<file path="config.mk">
export PLATFORM = sky130hd
export DESIGN_NAME = clock_disp_scan_flat
export DESIGN_NICKNAME = d
export VERILOG_FILES = /design/src/rtl/disp_pkg.sv /design/src/rtl/clock_disp_scan_if.sv /design/src/rtl/clock_disp_scan_dec.sv /design/src/rtl/clock_disp_scan.sv /design/src/flat_wrapper.sv
export SDC_FILE = /design/constraint.sdc
export NUM_CORES = 1
export LEC_CHECK = 0
export ABC_AREA = 0
export ABC_CLOCK_PERIOD_IN_PS = 2700
export CAP_MARGIN = 20
export CORE_ASPECT_RATIO = 1.5
export CORE_MARGIN = 3
export CORE_UTILIZATION = 53
export DETAILED_ROUTE_END_ITERATION = 8
export HOLD_SLACK_MARGIN = 0.05
export PLACE_DENSITY = 0.82
export SYNTH_ARGS = -nofsm -noshare
export SYNTH_HDL_FRONTEND = slang
export SYNTH_SLANG_ARGS = --single-unit
</file>
<file path="constraint.sdc">
create_clock -name CLK -period 2.7 [get_ports CLK]
set_input_delay 0.27 -clock CLK [delete_from_list [all_inputs] [get_ports CLK]]
set_output_delay 0.27 -clock CLK [all_outputs]
set_load 0.01 [all_outputs]
</file>
<file path="src/rtl/disp_pkg.sv">
// Shared constants for the MM:SS seven-segment scan display.
// Segment patterns are {g,f,e,d,c,b,a}, active low (common anode).
package disp_pkg;

    localparam logic [6:0] SEG_0    = 7'h40;
    localparam logic [6:0] SEG_1    = 7'h79;
    localparam logic [6:0] SEG_2    = 7'h24;
    localparam logic [6:0] SEG_3    = 7'h30;
    localparam logic [6:0] SEG_4    = 7'h19;
    localparam logic [6:0] SEG_5    = 7'h12;
    localparam logic [6:0] SEG_6    = 7'h02;
    localparam logic [6:0] SEG_7    = 7'h78;
    localparam logic [6:0] SEG_8    = 7'h00;
    localparam logic [6:0] SEG_9    = 7'h10;
    localparam logic [6:0] SEG_DASH = 7'h3F;
    localparam logic [6:0] SEG_OFF  = 7'h7F;

    localparam logic [1:0] SLOT_S1  = 2'd0;
    localparam logic [1:0] SLOT_S10 = 2'd1;
    localparam logic [1:0] SLOT_M1  = 2'd2;
    localparam logic [1:0] SLOT_M10 = 2'd3;

    typedef struct packed {
        logic [2:0] min10;
        logic [3:0] min1;
        logic [2:0] sec10;
        logic [3:0] sec1;
    } disp_time_t;

endpackage

</file>
<file path="src/rtl/clock_disp_scan_if.sv">
// Time-in / display-out bundle of the MM:SS scan driver.
// master drives the time digits and 1 Hz pulse; slave drives the display.
interface clock_disp_scan_if;

    logic [3:0] SEC1;
    logic [2:0] SEC10;
    logic [3:0] MIN1;
    logic [2:0] MIN10;
    logic       EN1HZ;
    logic [3:0] DIG;
    logic [6:0] SEG;
    logic       DP;

    modport master (
        output SEC1, SEC10, MIN1, MIN10, EN1HZ,
        input  DIG, SEG, DP
    );

    modport slave (
        input  SEC1, SEC10, MIN1, MIN10, EN1HZ,
        output DIG, SEG, DP
    );

endinterface

</file>
<file path="src/rtl/clock_disp_scan_dec.sv">
// Combinational BCD to seven-segment decoder, active low.
// Codes above 9 show a dash so bad input is visible on the display.
module seg7_dec
    import disp_pkg::*;
(
    input  logic [3:0] bcd,
    output logic [6:0] seg
);

    // Table lookup with dash fallback for non-BCD codes
    always_comb begin
        seg = SEG_DASH;
        case (bcd)
            4'd0:    seg = SEG_0;
            4'd1:    seg = SEG_1;
            4'd2:    seg = SEG_2;
            4'd3:    seg = SEG_3;
            4'd4:    seg = SEG_4;
            4'd5:    seg = SEG_5;
            4'd6:    seg = SEG_6;
            4'd7:    seg = SEG_7;
            4'd8:    seg = SEG_8;
            4'd9:    seg = SEG_9;
            default: seg = SEG_DASH;
        endcase
    end

endmodule

</file>
<file path="src/rtl/clock_disp_scan.sv">
// 4-digit multiplexed MM:SS display driver with frame snapshot and blanking.
// Define DISP_COLON_BLINK_EN to blink the colon from the EN1HZ pulse.
module clock_disp_scan
    import disp_pkg::*;
#(
    parameter int SCAN_DIV  = 12500,
    parameter int BLANK_CYC = 250
) (
    input  logic              CLK,
    input  logic              RST,
    clock_disp_scan_if.slave  bus
);

    localparam int CW = (SCAN_DIV > 2) ? $clog2(SCAN_DIV) : 1;
    localparam logic [CW-1:0] LAST = CW'(SCAN_DIV - 1);
    localparam logic [CW-1:0] BLK  = CW'(BLANK_CYC);

    logic [CW-1:0] div_cnt;
    logic [1:0]    slot;
    disp_time_t    snap;
    disp_time_t    live;

    logic          slot_end;
    logic          frame_end;
    logic [3:0]    code;
    logic [6:0]    dec_seg;

    logic [3:0]    dig_n;
    logic [6:0]    seg_n;
    logic          dp_n;

    logic [3:0]    dig_q;
    logic [6:0]    seg_q;
    logic          dp_q;

    assign live = '{
        min10: bus.MIN10,
        min1:  bus.MIN1,
        sec10: bus.SEC10,
        sec1:  bus.SEC1
    };

    // End of slot and end of frame strobes
    always_comb begin
        slot_end  = (div_cnt == LAST);
        frame_end = slot_end && (slot == SLOT_M10);
    end

    // Scan prescaler and digit-slot rotator
    always_ff @(posedge CLK) begin
        if (RST) begin
            div_cnt <= '0;
            slot    <= SLOT_S1;
        end else begin
            div_cnt <= slot_end ? '0 : div_cnt + 1'b1;
            if (slot_end)
                slot <= slot + 2'd1;
        end
    end

    // Latch the whole time once per frame so a frame never tears
    always_ff @(posedge CLK) begin
        if (RST)
            snap <= '0;
        else if (frame_end)
            snap <= live;
    end

    // Pick the snapshot digit for the active slot
    always_comb begin
        code = 4'd0;
        case (slot)
            SLOT_S1:  code = snap.sec1;
            SLOT_S10: code = {1'b0, snap.sec10};
            SLOT_M1:  code = snap.min1;
            SLOT_M10: code = {1'b0, snap.min10};
            default:  code = 4'd0;
        endcase
    end

    seg7_dec u_dec (
        .bcd (code),
        .seg (dec_seg)
    );

`ifdef DISP_COLON_BLINK_EN
    logic phase;

    // Colon blink phase, flips once per second
    always_ff @(posedge CLK) begin
        if (RST)
            phase <= 1'b0;
        else if (bus.EN1HZ)
            phase <= ~phase;
    end

    // Colon lit in the minutes-units slot during the on phase
    always_comb begin
        dp_n = ~((slot == SLOT_M1) && phase);
    end
`else
    // Colon steady on in the minutes-units slot
    always_comb begin
        dp_n = (slot != SLOT_M1);
    end
`endif

    // Next display values: anti-ghost blank and leading-zero blank
    always_comb begin
        seg_n = dec_seg;
        dig_n = 4'hF;
        if ((slot == SLOT_M10) && (snap.min10 == 3'd0))
            seg_n = SEG_OFF;
        if (div_cnt >= BLK)
            dig_n = ~(4'b0001 << slot);
    end

    // Output register stage
    always_ff @(posedge CLK) begin
        if (RST) begin
            dig_q <= 4'hF;
            seg_q <= SEG_OFF;
            dp_q  <= 1'b1;
        end else begin
            dig_q <= dig_n;
            seg_q <= seg_n;
            dp_q  <= dp_n;
        end
    end

    assign bus.DIG = dig_q;
    assign bus.SEG = seg_q;
    assign bus.DP  = dp_q;

endmodule

</file>
<file path="src/flat_wrapper.sv">
// flat-port wrapper written by rule: the top's interface ports become plain ports
module clock_disp_scan_flat import disp_pkg::*;
#(
    parameter int SCAN_DIV  = 12500,
    parameter int BLANK_CYC = 250
)
  (CLK, RST, bus_SEC1, bus_SEC10, bus_MIN1, bus_MIN10, bus_EN1HZ, bus_DIG, bus_SEG, bus_DP);
  clock_disp_scan_if bus_i ();
  input  logic CLK;
  input  logic RST;
  input wire logic [$bits(bus_i.SEC1)-1:0] bus_SEC1;
  input wire logic [$bits(bus_i.SEC10)-1:0] bus_SEC10;
  input wire logic [$bits(bus_i.MIN1)-1:0] bus_MIN1;
  input wire logic [$bits(bus_i.MIN10)-1:0] bus_MIN10;
  input wire logic [$bits(bus_i.EN1HZ)-1:0] bus_EN1HZ;
  output wire logic [$bits(bus_i.DIG)-1:0] bus_DIG;
  output wire logic [$bits(bus_i.SEG)-1:0] bus_SEG;
  output wire logic [$bits(bus_i.DP)-1:0] bus_DP;
  assign bus_i.SEC1 = bus_SEC1;
  assign bus_i.SEC10 = bus_SEC10;
  assign bus_i.MIN1 = bus_MIN1;
  assign bus_i.MIN10 = bus_MIN10;
  assign bus_i.EN1HZ = bus_EN1HZ;
  assign bus_DIG = bus_i.DIG;
  assign bus_SEG = bus_i.SEG;
  assign bus_DP = bus_i.DP;
  clock_disp_scan #(.SCAN_DIV(SCAN_DIV), .BLANK_CYC(BLANK_CYC)) u_core (.CLK(CLK), .RST(RST), .bus(bus_i));
endmodule
</file>
Yosys cells after proc, flatten, opt, wreduce, memory -nomap -nowiden. Memories as Yosys holds them, arrays and structs flattened. A register that Yosys moved wholly into a read port is not among the register bits. Index checks and enable logic that the tools add are counted.

Register bits: 35. Bits in read-only memories: 112. Input port bits: 17. Output and inout port bits: 12. Word-level logic and storage cells: 28. Memories: 1.

Memories: (name not given) (depth 16, width 7, rd ports 1, clocked after memory_dff 1, write ports 0, line clock_disp_scan_dec.sv:13) `case (bcd)`.

Add/sub/neg operators: 2. $lt $le $gt $ge: 1. Eq/ne operators: 5. Shift-type cells: 1. Mux-type cells: 1. Bitwise logic cells: 2. Reductions and logical operators: 7.

Operators with widths (number): case mux 4 bit (4 select lines) (1); adder 14 x 1 -> 14 bit (second input constant) (1); == test 14 bit (second input constant) (1); greater-or-equal comparator 14 x 8 -> 1 bit (second input constant) (1); OR reduction 2 bit (3); == test 2 bit (second input constant) (2); inverter 4 bit (1); << shifter 1 x 2 -> 4 bit (first input constant) (1); zero test 3 bit (1); adder 2 x 1 -> 2 bit (second input constant) (1); == test 2 x 1 -> 1 bit (second input constant) (1); logical AND 1 bit (2); zero test 2 bit (1); inequality test 2 bit (second input constant) (1); inverter 1 bit (1).

Depth between registers and ports, before layout.
Word-level depth: 3. Depth in mapped cells: 8. Gate-level depth less buffers: 8.

Hierarchy. A second synthesis with hierarchy kept.

Cell total of the unflattened synthesis: 200. Area total of the unflattened synthesis: 1964.4 µm².

By module, submodules not included: clock_disp_scan (instances 1, cells an instance 169, area each 1724.2 µm², seq. area each 840.8 µm²); seg7_dec (instances 1, cells an instance 31, area each 240.2 µm², seq. area each 0.0 µm²).

Worst setup path before layout. Ideal clock, no wire load.

Path kind: register to register. Start point: reg u_core.slot[1]. End point: reg u_core.seg_q[3] (netlist: u_core.bus.SEG[3]). Setup time: 74 ps. Arrival time: 1818 ps. Required time: 2626 ps. Slack: 808 ps. Stages on the path, launching flop included: 9. Buffers on the path: 1. Period minus slack after synthesis: 1892 ps. Cells stage by stage: dfxtp_1 -> ha_1 -> clkbuf_1 -> a222oi_1 -> a21oi_1 -> inv_1 -> ha_1 -> and3_1 -> o21ai_0.

Word-level cells in the longest chain between the ends: 3. Elaborated cells on any way between the ends: 7. Those cells by class: 3 x eq/ne; 1 x mux; 3 x reduce/logical.

RTL lines: start, declared (line clock_disp_scan.sv:19) `logic [1:0] slot;`; start signal, assigned (line clock_disp_scan.sv:57) `slot <= slot + 2'd1;`; branches (longest 3 deep; another with case mux 4 bit (4 select lines)); end, declared (line clock_disp_scan.sv:33) `logic [6:0] seg_q;`.

Several ways; the timed one is not identified. A chain may end at the register's enable or synchronous reset.

Worst setup path in the final report.
Start point: reg u_core.div_cnt[11]. End point: reg u_core.div_cnt[5].

Word-level cells in the longest chain between the ends: 2.

RTL lines: start, declared (line clock_disp_scan.sv:18) `logic [CW-1:0] div_cnt;`; start signal, assigned (line clock_disp_scan.sv:55) `div_cnt <= slot_end ? '0 : div_cnt + 1'b1;`; == test 14 bit (line clock_disp_scan.sv:45) `slot_end = (div_cnt == LAST);`; OR reduction 2 bit (no source line).

Every way passes these cells.

==> reports/metrics.cfg <==
[yosys]
synth_nets = 242
yosys_warnings = 0
ys_ff_latch = 42
synth.distinct_cells = 43
seq_area_frac_synth_pct = 44.18
netlist_top_cells_area = dfxtp_1 44%, ha_1 6.6%, a21oi_1 5.8%, nand4_1 5.6%, xor2_1 3.2%
synth_edf_count = 0
synth_top_area_share_pct = 44.18
netlist_area_mm2 = 0.001903
synthArstFlopShare_pct = 0
ys.flop_type = dfxtp_1
avgSynthCellArea_um2 = 8.852
synth_area_leader_cell = dfxtp_1
yosys-top-cells-count = 42 x dfxtp_1, 22 x a21oi_1, 17 x nand4_1
syn_inst = 215
synth_most_common_cell = dfxtp_1

[worst_setup_path]
timing.rr.end = u_core.div_cnt[5]$_SDFF_PP0_
crit_path_end = u_core.div_cnt[5]$_SDFF_PP0_
cp_cell_sequence = or4_4, or4_1, nand2b_2, nor2_1
worstReg2RegStart = u_core.div_cnt[11]$_SDFF_PP0_
required_ns = 2.88
cpPeakStageDelay_ns = 0.78
endpoint_kind = register
start_kind = register
critical_path_class = reg -> reg
rr_worst_depth = 4
r2r_slack_ns = 0.45
cp_slowest_cell = or4_1
startpoint = u_core.div_cnt[11]$_SDFF_PP0_
crit_fanout = 17
cp_data_arrival_time_ns = 2.43

[min_path]
hp-class = reg -> reg
hold-path-cell-count = 2
hold_start = u_core.snap[4]$_SDFFE_PP0P_

[cts]
htree_num_levels = 2
cts_hold_buf = 0
cts-buffers-inserted = 5
cts_tree = yes
cts_setup_buffers = 0
path_clk_slew_ns = 0.07
insertion_delay_ns = 0.30
ctsResizeCount = 0
clockRootBuffer = clkbuf_8
clock-sinks = 42
clk_path_buf_depth = 2

[global_route]
grt_util_all_layers_pct = 20.99
antenna_found_initial = 0
grt_max_degree = 18
grt.overflow.total = 0
grt_pass1_vias = 1593
grt_pass1_wl_um = 6699

[floorplanning]
die_y_um = 79.39
coreArea_mm2 = 0.003416
die-area_mm2 = 0.004361
ios = 29
die_w_um = 54.93
initial_core_util_pct = 55.71
num_rows = 26

[finish]
drive_gt1_share_pct = 5.761
synthToLayoutAreaGrowth_pct = 19.86
num_antenna_cells = 0
fillers = 289
nNetsFinal = 270
fin_area_mm2 = 0.002281

[detailed_routing]
route.met2.wl_um = 2237
vias = 1680
drtAntennaViolNets = 0
drt-met1-wl_um = 1597
top_layer = met4
drc = 0
drtIter0Drc = 40
wl_met3_um = 184
vias_per_cell = 5.895
wl_um = 4114
wl_per_cell_um = 14.44
dr.pass1.iters = 7

[sta]
fin_skew_ns = 0.007787
max_slew.worst_pin.slew_ns = 0.5541
setup_viol = 0
slew_headroom_pct = 62.54
finalMaxSlewViolations = 0
rsz0062_at_grt = no
setup_tns_ns = 0
fin_crit_sh_pct = 83.34
clock.fmax_ghz = 0.4444
min_period_ns = 2.250
finalHoldViolCount = 0
timing.hold.ws_ns = 0.4769

[power]
powerDensity_mw_per_mm2 = 468.2
peakVddDrop_uv = 397.8
power_leakage_uw = 0.0008116

[placed_design]
io_buffers = 27
place_congestion = 0.7730
placed_area_mm2 = 0.002205
dp_hpwl_um = 2969

[status]
outcome = complete, no violations

[run]
maxCapViolCount = 0

[layer usage]
metal  GRT usage, %  up-vias
li1               -      838
met1          20.59      787
met2          36.73       45
met3          6.542       10
met4          11.68        0
met5              0        -
[worst max-delay path: cells and delay by family, from the launching register on]
| family | cells | cell delay [ns] |
|---|---|---|
| DFF | 1 | 0.34 |
| and+or+nand+nor | 4 | 1.79 |
[metrics by stage]
stage / utilization, % / std cells / setup WS, ns / total power (uW)
floorplan: - / 215 / 0.8079 / 666.5
global placement: 64.54 / 278 / 0.4698 / 702.1
detailed placement: 64.54 / 278 / 0.4654 / 702.8
CTS: 66.78 / 285 / 0.4510 / 1078
global route: 66.78 / 285 / 0.3198 / 1107
finish: 66.78 / 285 / 0.4498 / 1068
[layout by cell type, fill, tap and decap left out, types with 2 or more instances in the layout]
cell             instances
dfxtp_1                 42
clkdlybuf4s50_1         27
a21oi_1                 22
nand4_1                 17
nor2_1                  13
o21ai_0                 12
inv_1                   11
nand2_1                 11
ha_1                    10
o21ai_1                  8
nand3_1                  7
xor2_1                   7
nor3_1                   6
clkbuf_8                 5
a22oi_1                  4
buf_4                    4
or4_1                    3
and3_1                   3
xnor2_1                  3
a222oi_1                 2
nor2b_1                  2
and4_1                   2
o31ai_1                  2
clkbuf_1                 2
[worst min path at each step]
stage,end,slack (ns)
2_1_floorplan,u_core.bus.SEG[1]$_SDFF_PP1_,0.41
3_3_place_gp,u_core.div_cnt[0]$_SDFF_PP0_,0.45
3_5_place_dp,u_core.snap[4]$_SDFFE_PP0P_,0.47
4_1_cts,u_core.snap[4]$_SDFFE_PP0P_,0.48
5_1_grt,u_core.snap[6]$_SDFFE_PP0P_,0.50
6_report,u_core.snap[4]$_SDFFE_PP0P_,0.48
[kinds of logic after synthesis]
kind of cell	count (synthesis)	synth area share, %
flops	42	44.18
fa+ha+maj	10	6.575
simple gates	74	21.96
compound gates	57	17.23
buf+inv	21	4.865
xor+xnor	10	4.603
mux	1	0.5917
[state kept, by name, indices dropped and copies added, names as in the netlist]
signal	cells
u_core.div_cnt	14
u_core.bus.DIG	4
u_core.snap	14
u_core.bus.SEG	7
u_core.bus.DP	1
u_core.slot	2
[area by class of cell]
| type | count | area [um2] | share of cell area, % |
|---|---|---|---|
| Clock buffer | 7 | 76.32 | 3.346 |
| Timing Repair Buffer | 31 | 300.3 | 13.17 |
| Multi-Input combinational cell | 152 | 969.7 | 42.51 |
| Tap cell | 42 | 52.55 | 2.304 |
| Sequential cell | 42 | 840.8 | 36.86 |
| Inverter | 11 | 41.29 | 1.810 |
[power by group]
group / internal, uW / switching [uW]
Sequential: 628 / 6.11
Clock: 178 / 202
Combinational: 33.8 / 20.5
Total: 840 / 228
Note: power is estimated with default switching activity, not from simulation.
